$ cat config.mk
export PLATFORM = sky130hd
export DESIGN_NAME = pad_cfg_regs_flat
export DESIGN_NICKNAME = d
export VERILOG_FILES = /design/src/rtl/pad_cfg_pkg.sv /design/src/rtl/pad_cfg_regs_if.sv /design/src/rtl/pad_cfg_sync.sv /design/src/rtl/pad_cfg_regs.sv /design/src/flat_wrapper.sv
export SDC_FILE = /design/constraint.sdc
export NUM_CORES = 1
export LEC_CHECK = 0
export ABC_CLOCK_PERIOD_IN_PS = 10500
export CAP_MARGIN = 25
export CORE_MARGIN = 5
export CORE_UTILIZATION = 40
export DETAILED_ROUTE_END_ITERATION = 8
export HOLD_SLACK_MARGIN = 0.03
export PLACE_DENSITY_LB_ADDON = 0.12
export SYNTH_ARGS = -nofsm -noshare
export SYNTH_HDL_FRONTEND = slang
export SYNTH_SLANG_ARGS = --single-unit
export TNS_END_PERCENT = 20
$ cat constraint.sdc
create_clock -name clk_i -period 10.5 [get_ports clk_i]
set_clock_uncertainty 0.15 [all_clocks]
set_input_delay 3.15 -clock clk_i [delete_from_list [all_inputs] [get_ports clk_i]]
set_output_delay 3.15 -clock clk_i [all_outputs]
set_load 0.005 [all_outputs]
$ cat src/rtl/pad_cfg_pkg.sv
// Shared constants and types for the pad configuration register block:
// register offsets, CTRL bit positions and the per-pad select type.
package pad_cfg_pkg;

  localparam int NBIT_PADMUX_DFLT = 2;

  typedef logic [NBIT_PADMUX_DFLT-1:0] pad_sel_t;

  localparam logic [11:0] PADMUX_BASE = 12'h000;
  localparam logic [11:0] CTRL        = 12'h400;
  localparam logic [11:0] STATUS      = 12'h404;
  localparam logic [11:0] IO_IN_LO    = 12'h408;
  localparam logic [11:0] IO_IN_HI    = 12'h40C;

  localparam int CTRL_COMMIT_BIT = 0;
  localparam int CTRL_AUTO_BIT   = 1;
  localparam int CTRL_LOCK_BIT   = 2;

endpackage

$ cat src/rtl/pad_cfg_regs_if.sv
// APB slave bus bundle for pad_cfg_regs; signal names follow the block's pin list.
interface pad_cfg_regs_if #(
  parameter int APB_ADDR_WIDTH = 12
);
  logic [APB_ADDR_WIDTH-1:0] paddr_i;
  logic [31:0]               pwdata_i;
  logic                      pwrite_i;
  logic                      psel_i;
  logic                      penable_i;
  logic [31:0]               prdata_o;
  logic                      pready_o;
  logic                      pslverr_o;

  modport slave (
    input  paddr_i, pwdata_i, pwrite_i, psel_i, penable_i,
    output prdata_o, pready_o, pslverr_o
  );

  modport master (
    output paddr_i, pwdata_i, pwrite_i, psel_i, penable_i,
    input  prdata_o, pready_o, pslverr_o
  );
endinterface

$ cat src/rtl/pad_cfg_sync.sv
// Parameterised-width two-flop synchroniser for asynchronous pad input levels.
module pad_cfg_sync #(
  parameter int WIDTH = 1
) (
  input  logic             clk_i,
  input  logic             rst_ni,
  input  logic [WIDTH-1:0] d_i,
  output logic [WIDTH-1:0] q_o
);

  logic [WIDTH-1:0] meta_q;
  logic [WIDTH-1:0] sync_q;

  // two-stage capture of the raw inputs
  always_ff @(posedge clk_i or negedge rst_ni) begin
    if (!rst_ni) begin
      meta_q <= '0;
      sync_q <= '0;
    end else begin
      meta_q <= d_i;
      sync_q <= meta_q;
    end
  end

  assign q_o = sync_q;

endmodule

$ cat src/rtl/pad_cfg_regs.sv
// APB pad-mux configuration registers with shadow/active selects and atomic commit.
// Optional sticky write lock enabled by defining PAD_CFG_LOCK_EN.
module pad_cfg_regs
  import pad_cfg_pkg::*;
#(
  parameter int N_IO           = 48,
  parameter int NBIT_PADMUX    = 2,
  parameter int APB_ADDR_WIDTH = 12
) (
  input  logic                        clk_i,
  input  logic                        rst_ni,
  pad_cfg_regs_if.slave               apb,
  output logic [N_IO*NBIT_PADMUX-1:0] pad_mux_o,
  input  logic [N_IO-1:0]             io_in_i,
  output logic                        update_o
);

  localparam int MUXW = N_IO * NBIT_PADMUX;
  localparam int AW   = APB_ADDR_WIDTH;

  logic [MUXW-1:0] shadow_q, shadow_d, active_q, active_d;
  logic            auto_q, auto_d, update_q, update_d, lock_q;
  logic [N_IO-1:0] io_sync_s;
  logic [63:0]     io_ext_s;
  logic [AW-1:0]   addr_s, pad_off_s;
  logic            access_s, hit_pad_s, hit_ctrl_s, hit_status_s, hit_lo_s, hit_hi_s;
  logic            err_s, wr_pad_s, wr_ctrl_s;
  logic [31:0]     rdata_s;
  logic            unused_s;

  pad_cfg_sync #(.WIDTH(N_IO)) u_sync (
    .clk_i  (clk_i),
    .rst_ni (rst_ni),
    .d_i    (io_in_i),
    .q_o    (io_sync_s)
  );

  assign io_ext_s  = 64'(io_sync_s);
  assign addr_s    = {apb.paddr_i[AW-1:2], 2'b00};
  assign pad_off_s = addr_s - AW'(PADMUX_BASE);
  assign access_s  = apb.psel_i & apb.penable_i;

  // address decode and error classification; a locked write is rejected like a read-only one
  always_comb begin
    hit_pad_s    = (pad_off_s < AW'(4 * N_IO));
    hit_ctrl_s   = (addr_s == AW'(CTRL));
    hit_status_s = (addr_s == AW'(STATUS));
    hit_lo_s     = (addr_s == AW'(IO_IN_LO));
    hit_hi_s     = (addr_s == AW'(IO_IN_HI));
    err_s        = access_s & (
                     ~(hit_pad_s | hit_ctrl_s | hit_status_s | hit_lo_s | hit_hi_s)
                   | (apb.pwrite_i & (hit_status_s | hit_lo_s | hit_hi_s))
                   | (apb.pwrite_i & lock_q & (hit_pad_s | hit_ctrl_s)));
    wr_pad_s     = access_s & apb.pwrite_i & hit_pad_s & ~lock_q;
    wr_ctrl_s    = access_s & apb.pwrite_i & hit_ctrl_s & ~lock_q;
  end

  // read data mux, zero outside a clean read access
  always_comb begin
    rdata_s = 32'h0000_0000;
    if (access_s && !apb.pwrite_i && !err_s) begin
      if (hit_pad_s) begin
        for (int k = 0; k < N_IO; k++) begin
          if (pad_off_s[AW-1:2] == (AW-2)'(k)) begin
            rdata_s[NBIT_PADMUX-1:0] = shadow_q[k*NBIT_PADMUX +: NBIT_PADMUX];
          end else begin
            rdata_s = rdata_s;
          end
        end
      end else if (hit_ctrl_s) begin
        rdata_s[CTRL_AUTO_BIT] = auto_q;
        rdata_s[CTRL_LOCK_BIT] = lock_q;
      end else if (hit_status_s) begin
        rdata_s[0] = (shadow_q != active_q);
      end else if (hit_lo_s) begin
        rdata_s = io_ext_s[31:0];
      end else begin
        rdata_s = io_ext_s[63:32];
      end
    end else begin
      rdata_s = 32'h0000_0000;
    end
  end

  // commit uses the pre-edge shadows and AUTO; the new AUTO value applies from the next access
  always_comb begin
    shadow_d = shadow_q;
    active_d = active_q;
    auto_d   = auto_q;
    if (wr_ctrl_s) begin
      if (apb.pwdata_i[CTRL_COMMIT_BIT]) begin
        active_d = shadow_q;
      end else begin
        active_d = active_q;
      end
      auto_d = apb.pwdata_i[CTRL_AUTO_BIT];
    end else begin
      auto_d = auto_q;
    end
    for (int k = 0; k < N_IO; k++) begin
      if (wr_pad_s && (pad_off_s[AW-1:2] == (AW-2)'(k))) begin
        shadow_d[k*NBIT_PADMUX +: NBIT_PADMUX] = apb.pwdata_i[NBIT_PADMUX-1:0];
        if (auto_q) begin
          active_d[k*NBIT_PADMUX +: NBIT_PADMUX] = apb.pwdata_i[NBIT_PADMUX-1:0];
        end else begin
          active_d = active_d;
        end
      end else begin
        shadow_d = shadow_d;
      end
    end
    update_d = (active_d != active_q);
  end

  // configuration state
  always_ff @(posedge clk_i or negedge rst_ni) begin
    if (!rst_ni) begin
      shadow_q <= '0;
      active_q <= '0;
      auto_q   <= 1'b0;
      update_q <= 1'b0;
    end else begin
      shadow_q <= shadow_d;
      active_q <= active_d;
      auto_q   <= auto_d;
      update_q <= update_d;
    end
  end

`ifdef PAD_CFG_LOCK_EN
  logic lock_d;

  // sticky lock, cleared only by reset
  always_comb begin
    lock_d = lock_q | (wr_ctrl_s & apb.pwdata_i[CTRL_LOCK_BIT]);
  end

  // lock register
  always_ff @(posedge clk_i or negedge rst_ni) begin
    if (!rst_ni) begin
      lock_q <= 1'b0;
    end else begin
      lock_q <= lock_d;
    end
  end

  assign unused_s = ^{apb.paddr_i[1:0], apb.pwdata_i[31:3]};
`else
  assign lock_q   = 1'b0;
  assign unused_s = ^{apb.paddr_i[1:0], apb.pwdata_i[31:2]};
`endif

  assign apb.prdata_o  = rdata_s;
  assign apb.pslverr_o = err_s;
  assign apb.pready_o  = access_s;
  assign pad_mux_o     = active_q;
  assign update_o      = update_q;

endmodule

$ cat src/flat_wrapper.sv
// flat-port wrapper written by rule: the top's interface ports become plain ports
module pad_cfg_regs_flat import pad_cfg_pkg::*;
#(
  parameter int N_IO           = 48,
  parameter int NBIT_PADMUX    = 2,
  parameter int APB_ADDR_WIDTH = 12
)
  (clk_i, rst_ni, pad_mux_o, io_in_i, update_o, apb_paddr_i, apb_pwdata_i, apb_pwrite_i, apb_psel_i, apb_penable_i, apb_prdata_o, apb_pready_o, apb_pslverr_o);
  pad_cfg_regs_if #(.APB_ADDR_WIDTH(APB_ADDR_WIDTH)) apb_i ();
  input  logic clk_i;
  input  logic rst_ni;
  output logic [N_IO*NBIT_PADMUX-1:0] pad_mux_o;
  input  logic [N_IO-1:0] io_in_i;
  output logic update_o;
  input wire logic [$bits(apb_i.paddr_i)-1:0] apb_paddr_i;
  input wire logic [$bits(apb_i.pwdata_i)-1:0] apb_pwdata_i;
  input wire logic [$bits(apb_i.pwrite_i)-1:0] apb_pwrite_i;
  input wire logic [$bits(apb_i.psel_i)-1:0] apb_psel_i;
  input wire logic [$bits(apb_i.penable_i)-1:0] apb_penable_i;
  output wire logic [$bits(apb_i.prdata_o)-1:0] apb_prdata_o;
  output wire logic [$bits(apb_i.pready_o)-1:0] apb_pready_o;
  output wire logic [$bits(apb_i.pslverr_o)-1:0] apb_pslverr_o;
  assign apb_i.paddr_i = apb_paddr_i;
  assign apb_i.pwdata_i = apb_pwdata_i;
  assign apb_i.pwrite_i = apb_pwrite_i;
  assign apb_i.psel_i = apb_psel_i;
  assign apb_i.penable_i = apb_penable_i;
  assign apb_prdata_o = apb_i.prdata_o;
  assign apb_pready_o = apb_i.pready_o;
  assign apb_pslverr_o = apb_i.pslverr_o;
  pad_cfg_regs #(.N_IO(N_IO), .NBIT_PADMUX(NBIT_PADMUX), .APB_ADDR_WIDTH(APB_ADDR_WIDTH)) u_core (.clk_i(clk_i), .rst_ni(rst_ni), .apb(apb_i), .pad_mux_o(pad_mux_o), .io_in_i(io_in_i), .update_o(update_o));
endmodule
==> impl_metrics.tcl <==
set metrics [dict create \
    cp_top_family "simple AND/OR/NAND/NOR gates" \
    fin_util 0.5021 \
    core-area_mm2 0.04065 \
    hold_viol 0 \
    report.final.slew_viol_count 0 \
    numCtsBuffers 35 \
    multi_input_area_mm2 0.008401 \
    relSlewSlack 0.2451 \
    grt_pass1_wl_mm 131.4 \
    highest_layer "met5" \
    p_total_mw 2.618 \
    ioPinCount 228 \
    fin_crit_sh 0.9412 \
    dp_hpwl_mm 70.99 \
    final_nets 2127 \
    yosys_warnings 0 \
    ys.flop_type "dfrtp_1" \
    synth-edff-count 0 \
    groute.usage.overall 0.4149 \
    cts_setup_buffers 0 \
    initialDrtViolationCount 2858 \
    first_pass_iters 7 \
    drive_gt1_frac 0.1172 \
    viasPerCell 6.761 \
    netlist_area_mm2 0.01638 \
    met3_length_mm 11.26 \
    ys_ff_latch 290 \
    min_period_ps 9883 \
    worst_slew_pin_slew_ps 1124 \
    yosysTopAreaCell "dfrtp_1" \
    area_delta_synth_final_pct 24.58 \
    path_clk_slew_ps 60 \
    start_util 0.4030 \
    fin_ws_ps 617.0 \
    syn_inst 1842 \
    max_freq_mhz 101.2 \
    drc 0 \
    syn_nets 1939 \
    met2_length_mm 41.51 \
    netlist.area_leader.share 0.4430 \
    placementRows 74 \
    slowest_delay_ps 870 \
    yosysUniqueCellTypes 78 \
    portBuffers 195 \
    cts_resized 0 \
    p_per_area_mw_per_mm2 128.3 \
    hp-class "register to register" \
    critPathSlowestCell "or4b_2" \
    worstPathRequired_ps 7200 \
    yosys-top-cells-count "dfrtp_1 (290), nand2_1 (263), nor2_1 (150)" \
    antenna_found_initial 4 \
    dp_slack_ps 651.6 \
    synth_most_common_cell "dfrtp_1" \
    grt_pass1_vias 16679 \
    wl_per_cell_um 37.08 \
    clock-sinks 290 \
    critPathKind "input pin to primary output" \
    path_buf_inv 2 \
    synthArstFlopShare 1.000 \
    routed_wl_mm 95.99 \
    htreeDepth 2 \
    clk_latency_ps 560 \
    vias 17504 \
    cp-start-kind "input pin" \
    antenna_left 0 \
    run_status "finished, final reports clean" \
    cts_root_buf "clkbuf_16" \
    synth_area_per_cell_um2 8.893 \
    grt_start_max_net_pins 159 \
    gp_congestion 1.062 \
    worstPathArrival_ps 6580 \
    clk_path_buf_depth 3 \
    drv_cap 0 \
    rsz0062_at_grt "no" \
    p_leak_nw 8.348 \
    setup_tns_ps 0 \
    cts_hold_repair.buffers 0 \
    setup_viol 0 \
    worstSetupEndpointType "primary output" \
    grt-ovfl-total 0 \
    ys_seq_area_frac 0.4430 \
    crit_path_max_fanout 4 \
    die_w_um 212.4 \
    chipHeight_um 212.4 \
    vdd_drop_max_mv 0.1316 \
    cts_tree "built" \
    die-area_mm2 0.04510 \
    fill_cells 3818 \
    crit_chain "clkdlybuf4s50_1, or4b_2, nor2_1, nand2_1, nor2_1, and4_1, nand3_1, a21oi_1, o41ai_1, clkdlybuf4s50_1" \
    regArea_mm2 0.007257 \
    met1_length_mm 36.46 \
    synth.area.top_cells "dfrtp_1 (44%), nand2_1 (6.0%), mux2_2 (4.3%), a21oi_1 (3.5%), nor2_1 (3.4%)" \
]
[power by group]
part	leakage [nW]	total, mW	switching (mW)	internal, mW
sequential	3.75	1.15	0.0109	1.14
combinational	4.01	0.188	0.130	0.0578
clock	0.590	1.28	0.518	0.763
total	8.35	2.62	0.659	1.96
[cells in the final DEF (no fill, tap or decap), types with 10 or more instances in the layout]
cell type and n:
a21oi_1 115, a221oi_1 16, a22oi_1 20, a31oi_1 65
a32oi_1 16, and2_1 16, buf_4 83, clkbuf_16 36
clkdlybuf4s50_1 189, dfrtp_1 290, inv_1 57, mux2_2 62
mux2i_1 19, nand2_1 263, nand2b_1 21, nand3_1 39
nand4_1 50, nor2_1 149, nor2b_1 10, nor3_1 31
nor4_1 31, o2111ai_1 10, o21ai_0 96, o221ai_1 10
o22ai_1 68, o32ai_1 11, xnor2_1 34, xor2_1 57
[layout make-up]
type / instances / area share
Antenna cell: 1 / 0.0001226
Multi-Input combinational cell: 1363 / 0.4116
Clock buffer: 50 / 0.05064
Sequential cell: 290 / 0.3556
Timing Repair Buffer: 283 / 0.1308
Inverter: 57 / 0.01048
Tap cell: 532 / 0.03262
Clock inverter: 13 / 0.008093
[sequential cells by signal, indices dropped and copies added, names as in the netlist]
name / count
u_core.u_sync.q_o: 48
u_core.update_o: 1
u_core.auto_q: 1
u_core.shadow_q: 96
u_core.pad_mux_o: 96
u_core.u_sync.meta_q: 48
[path summary, 6_finish.rpt]
path                                                         start                            endpoint  slack [ps]  cells past startpoint
worst max register to register           u_core.auto_q$_DFFE_PN0P_           u_core.update_o$_DFF_PN0_        6300                      9
worst min register to register  u_core.u_sync.meta_q[42]$_DFF_PN0_     u_core.u_sync.q_o[42]$_DFF_PN0_         190                      0
worst max-delay path                                apb_paddr_i[8]                     apb_prdata_o[0]         620                     10
worst min-delay path            u_core.u_sync.meta_q[42]$_DFF_PN0_     u_core.u_sync.q_o[42]$_DFF_PN0_         190                      0
min in group asynchronous                                   rst_ni       u_core.pad_mux_o[7]$_DFF_PN0_        2380                      1
max in group asynchronous                                   rst_ni  u_core.u_sync.meta_q[42]$_DFF_PN0_        6430                      2
[metrics by stage]
step	instance area, um2	hold WS, ps	cells
after floorplan	16380	181.2	1842
after global placement	19160	181.5	2522
after detailed placement	19160	184.7	2522
after CTS	20360	192.3	2585
after global routing	20400	203.2	2588
final	20410	192.1	2589
[metal layers]
metal,track usage,vias up
li1,-,7153
met5,0.01078,-
met2,0.6230,1354
met4,0.2262,4
met3,0.1059,289
met1,0.5502,8704
[cells by family (layout without fill, tap and decap cells)]
| logic type | Yosys count | after routing | synth area share |
|---|---|---|---|
| compound gates | 504 | 504 | 0.1991 |
| mux | 81 | 81 | 0.05423 |
| flops | 290 | 290 | 0.4430 |
| buf+inv | 189 | 403 | 0.04621 |
| other cells | 0 | 1 | 0 |
| xor+xnor | 91 | 91 | 0.04866 |
| simple gates | 687 | 687 | 0.2088 |
(Power assumes the default switching activity.)
